### src/rtl/mul16_sequencer.sv
`default_nettype none
// ============================================================================
// Module   : mul16_sequencer
// Purpose  : Multi-cycle unsigned 16x16 shift-and-add multiplier returning the
//            low 16 product bits plus an exact overflow flag.
// Revision : 1.0 - initial release
// ============================================================================
module mul16_sequencer #(
    parameter int EARLY_EXIT = 0
) (
    input  logic        clock,
    input  logic        reset,
    input  logic        start,
    input  logic [15:0] a,
    input  logic [15:0] b,
    output logic        busy,
    output logic        done,
    output logic [15:0] out,
    output logic        ovf
);

    localparam logic c_early_exit = (EARLY_EXIT != 0);

    typedef enum logic [1:0] {
        ST_IDLE = 2'd0,
        ST_RUN  = 2'd1,
        ST_DONE = 2'd2
    } state_t;

    state_t      r_state;
    state_t      w_state_next;
    logic [15:0] r_mcand;
    logic [15:0] r_mplier;
    logic [15:0] r_acc;
    logic [3:0]  r_count;
    logic        r_lost;
    logic        r_ovfacc;
    logic [15:0] r_out;
    logic        r_ovf;

    logic [15:0] w_pp;
    logic [16:0] w_sum;
    logic        w_ovf_step;
    logic        w_early;
    logic        w_last;

    // r_lost remembers that a multiplicand bit has already shifted past bit 15,
    // so any later selected partial product would reach weight 2^16 or above.
    assign w_pp       = r_mcand & {16{r_mplier[0]}};
    assign w_sum      = {1'b0, r_acc} + {1'b0, w_pp};
    assign w_ovf_step = r_ovfacc | w_sum[16] | (r_mplier[0] & r_lost);
    assign w_early    = c_early_exit && (r_mplier == 16'd0);
    assign w_last     = (r_count == 4'd15);

    always_ff @(posedge clock or posedge reset) begin
        if (reset) begin
            r_state <= ST_IDLE;
        end else begin
            r_state <= w_state_next;
        end
    end

    always_comb begin
        w_state_next = r_state;
        case (r_state)
            ST_IDLE: if (start) w_state_next = ST_RUN;
            ST_RUN:  if (w_early || w_last) w_state_next = ST_DONE;
            ST_DONE: w_state_next = ST_IDLE;
            default: w_state_next = ST_IDLE;
        endcase
    end

    always_ff @(posedge clock or posedge reset) begin
        if (reset) begin
            r_mcand  <= 16'd0;
            r_mplier <= 16'd0;
            r_acc    <= 16'd0;
            r_count  <= 4'd0;
            r_lost   <= 1'b0;
            r_ovfacc <= 1'b0;
            r_out    <= 16'd0;
            r_ovf    <= 1'b0;
        end else begin
            case (r_state)
                ST_IDLE: begin
                    if (start) begin
                        r_mcand  <= a;
                        r_mplier <= b;
                        r_acc    <= 16'd0;
                        r_count  <= 4'd0;
                        r_lost   <= 1'b0;
                        r_ovfacc <= 1'b0;
                    end
                end
                ST_RUN: begin
                    if (w_early) begin
                        r_out <= r_acc;
                        r_ovf <= r_ovfacc;
                    end else begin
                        r_acc    <= w_sum[15:0];
                        r_ovfacc <= w_ovf_step;
                        r_lost   <= r_lost | r_mcand[15];
                        r_mcand  <= r_mcand << 1;
                        r_mplier <= r_mplier >> 1;
                        r_count  <= r_count + 4'd1;
                        if (w_last) begin
                            r_out <= w_sum[15:0];
                            r_ovf <= w_ovf_step;
                        end
                    end
                end
                default: ;
            endcase
        end
    end

    assign busy = (r_state != ST_IDLE);
    assign done = (r_state == ST_DONE);
    assign out  = r_out;
    assign ovf  = r_ovf;

endmodule
`default_nettype wire

### config.mk
export PLATFORM = sky130hd
export DESIGN_NAME = mul16_sequencer
export DESIGN_NICKNAME = d
export VERILOG_FILES = /design/src/rtl/mul16_sequencer.sv
export SDC_FILE = /design/constraint.sdc
export NUM_CORES = 1
export LEC_CHECK = 0
export ABC_AREA = 1
export BUFFER_PORTS_ARGS = -buffer_cell sky130_fd_sc_hd__buf_2
export CORE_AREA = 2 2 104 106
export DETAILED_ROUTE_END_ITERATION = 6
export DIE_AREA = 0 0 106 108
export HOLD_SLACK_MARGIN = 0.15
export SYNTH_ARGS = -nofsm -noshare
export SYNTH_HDL_FRONTEND = slang
export SYNTH_SLANG_ARGS = --single-unit
### constraint.sdc
create_clock -name clock -period 2.1 [get_ports clock]
set_input_delay 0.42 -clock clock [delete_from_list [all_inputs] [get_ports clock]]
set_output_delay 0.42 -clock clock [all_outputs]
set_load 0.01 [all_outputs]
==> impl_results.md <==
* Fin nets at 640
* Cell accounting for the most synthesized area: dfrtp_1
* DR WL/cell at 13.64 µm
* Clk slew on worst S/H paths at 0.09 ns
* Switching Power at 3653 µW
* CTS max path bufs at 2
* Worst skew pair latency at 0.35 ns
* Antenna viol nets, final at 0
* Sequential share of the synthesized area at 0.4491
* Hold WS at a little under 0.3 ns
* First-pass GRT wire length at approximately 17000 µm
* CP max FO at 14
* Port Buffers at 53
* Area contributors post-synth: dfrtp_1, nand2_1, nand3_1
* Sum Neg Setup Slack at 0 ns
* Worst R2R End: r_acc[7]$_DFFE_PP0P_
* Critical Path Start Type: flip-flop
* Post-synth EDFFs at 0
* Worst hold stages at 3
* Clock sinks at 73
* Dpl ws at 0.01151 ns
* Sw Ratio at 0.4518
* Final worst slack at 0.1238 ns
* GRT met3 Usage at 0.03677
* Number of setup violations in the final report at 0
* Crit Reg-Reg Startpoint: r_mplier[0]$_DFFE_PP0P_
* Final Slew Violations at 0
* Sequential share of power at 0.317
* Top FF cell, synth: dfrtp_1
* Fin. Hold Viols at 0
* Worst Clk Skew at approximately 0.012 ns
* Lkg Pwr at 0.002609 µW
* Worst-margin pin slew at between 0.7 and 0.8 ns
* GRT Util Overall at 0.1833
* Mapped Nets at approximately 580
* Final estimated routing congestion in global placement at roughly 0.9
* # diodes at 0
* Status: completed
* Vias at between 3000 and 4000
* Largest net degree at the start of global routing at 42
* Dpl hpwl at 7108 µm
* M1 GR Usage at 0.2545
* WL final at 9927 µm
* Final std cells w/o fill at ~730
* Tightest Hold Check Type: in2reg
* Die X at 106 µm
* YS warnings at 0
* Worst r2r path cells at 11
* WP data arrival at between 2 and 2.5 ns
* PD cells at 1653 nW/µm²
* Tcrit/Tclk final at 0.9411
* Ys async rst share at 1.000
* GRT Residual Overflow at 0
* Busiest grt layer: met2
* DR iter-0 viols at 202
* Initial core utilization at 0.3976
* Fillers at 1008
* Number of global-route vias before repair at 3523
* IR Drop Worst-Case VDD at about 0.76 mV
* Seq cells post-synth at 73
* Int Pwr at roughly 4400 µW
* Final min period at 1.976 ns
* Mapped Cells at 531
* Top-area cell type share of the netlist area at 0.4491
* CTS tree: yes
* Combinational power share at 0.526
* Count of different cell masters after synthesis at 32
* Clock network fraction of design power at 0.157
* Mean Syn Cell Area at about 7.7 µm²
* Die height at between 100 and 150 µm
* Max Cap Viol at 0
* Clk root buf: clkbuf_8
* Critical path type: reg2reg
* Min-delay src: b[10]
* Post-synthesis cell area at a little over 4000 µm²
* Finished Core Util at 0.4782
* Die Area at approximately 11000 µm²
* CP Capture Type: flip-flop
* Avg Vias per Cell at around 5.0
* Detailed Routing Iterations Pass 1 at 5
* Share of layout cells above drive strength 1 at 0.1892
* Initial antenna violation count at 0
* DP Cell Count at 710
* Residual DRC at 0
* Flop2flop setup slack at ~0.12 ns
* Grt met2 use at 0.2903
* Rel. slew slack at 0.4983
* Fmax at ~510 MHz
* Row Count at 37
* CP Data Required Time at between 2 and 2.5 ns
* Clock H-tree levels at 3
* Hold EP: r_mplier[10]$_DFFE_PP0P_
* I/O pin cnt at 54
* Area of the core at around 10000 µm²
* TritonCTS Buffers at 9
* Area growth syn-to-layout at 20.27%
synth_stat cells (all sizes together), types with 2 or more instances:
library cell and n:
a21oi 11, buf 12, nor3 3, nand2 192, o221ai 9, inv 71
nor2 15, o21ai 12, a32o 2, ha 17, nand3 70, or2 8
dfrtp 73, clkbuf 8, o211ai 3, a22oi 13, nand3b 4, and2 2
through the flow:
step           power, µW  instance area [µm²]
5_1_grt             8867                 4892
3_5_place_dp        6470                 4501
6_report            8086                 4892
3_3_place_gp        6380                 4501
4_1_cts             7772                 4741
2_1_floorplan       5445                 4073
worst max-delay path by stage:
stage | start | to | slack, ns | cells after the start
2_1_floorplan | r_mplier[0]$_DFFE_PP0P_ | out[8]$_DFFE_PP0P_ | 0.01 | 13
3_3_place_gp | r_mplier[0]$_DFFE_PP0P_ | ovf$_DFFE_PP0P_ | -0.001 | 12
3_5_place_dp | r_mplier[0]$_DFFE_PP0P_ | ovf$_DFFE_PP0P_ | 0.01 | 12
4_1_cts | r_mplier[0]$_DFFE_PP0P_ | ovf$_DFFE_PP0P_ | 0.05 | 12
5_1_grt | r_mplier[0]$_DFFE_PP0P_ | out[11]$_DFFE_PP0P_ | -0.02 | 13
6_report | r_mplier[0]$_DFFE_PP0P_ | r_acc[7]$_DFFE_PP0P_ | 0.12 | 11
routing by layer:
layer	share of wire	vias up
met5	0	-
met4	0.013	0
met3	0.056	11
met2	0.45	107
met1	0.48	1670
li1	-	1821
critical path, cell delays in order, from the launching register on:
cell	delay, ns
dfrtp_1	0.43
buf_6	0.17
nand2_1	0.07
inv_1	0.04
ha_1	0.33
nand2_1	0.09
nand2_1	0.07
a21oi_1	0.16
nand2_1	0.13
or2_1	0.24
nand3_1	0.09
nand2_1	0.05
power by group through the flow:
stage	Sequential [µW]	Clock, µW	Combinational (µW)
2_1_floorplan	2510	0	2930
5_1_grt	2650	1360	4850
6_report	2560	1270	4260
3_5_place_dp	2550	0	3920
3_3_place_gp	2540	0	3840
4_1_cts	2530	1300	3940
repair_timing:
action / CTS / global route
setup endpoints to repair: 1 / 20
pin swaps: 0 / 1
gates resized for setup: 1 / 24
endpoints found under the hold margin: 21 / 0
hold buffers: 1 / 0
setup buffers: 0 / 1
gates cloned: 0 / 0
placed cells by master (no fill, tap or decap), types with 3 or more instances in the layout:
master	instances
a22oi_1	13
clkinv_4	3
buf_2	53
o211ai_1	3
a21oi_1	6
nand3_1	70
inv_1	67
nor2_1	13
a21oi_2	4
clkbuf_8	9
o221ai_1	9
ha_4	7
dfrtp_1	73
ha_1	9
nand3b_1	4
o21ai_0	12
nand2_1	182
nand2_2	9
inv_2	3
buf_4	8
or2_1	5
cell type report:
class | count | area [µm²] | area share
clock inverters | 7 | 102.6 | 0.02097
inverters | 71 | 270.3 | 0.05524
repair buffers | 65 | 386.6 | 0.07903
well taps | 136 | 170.2 | 0.03478
clock buffers | 9 | 123.9 | 0.02532
multi-input cells | 367 | 2012 | 0.4113
flip-flops and latches | 73 | 1827 | 0.3734
sequential cells by signal (all words and copies together), names as in the netlist:
signal,count
out,16
ovf,1
r_acc,16
r_count,4
r_lost,1
r_mcand,16
r_mplier,16
r_ovfacc,1
r_state,2
cells by family (layout without fill, tap and decap cells):
group	after synthesis	in the layout	synth area share
AND/OR/NAND/NOR	294	294	0.3104
buffers and inverters	91	152	0.09166
flip-flops	73	73	0.4491
AO/OA/AOI/OAI	54	54	0.08951
adder cells (fa/ha/maj)	18	18	0.05721
XOR/XNOR	1	1	0.002154
Note: power is estimated with default switching activity, not from simulation.
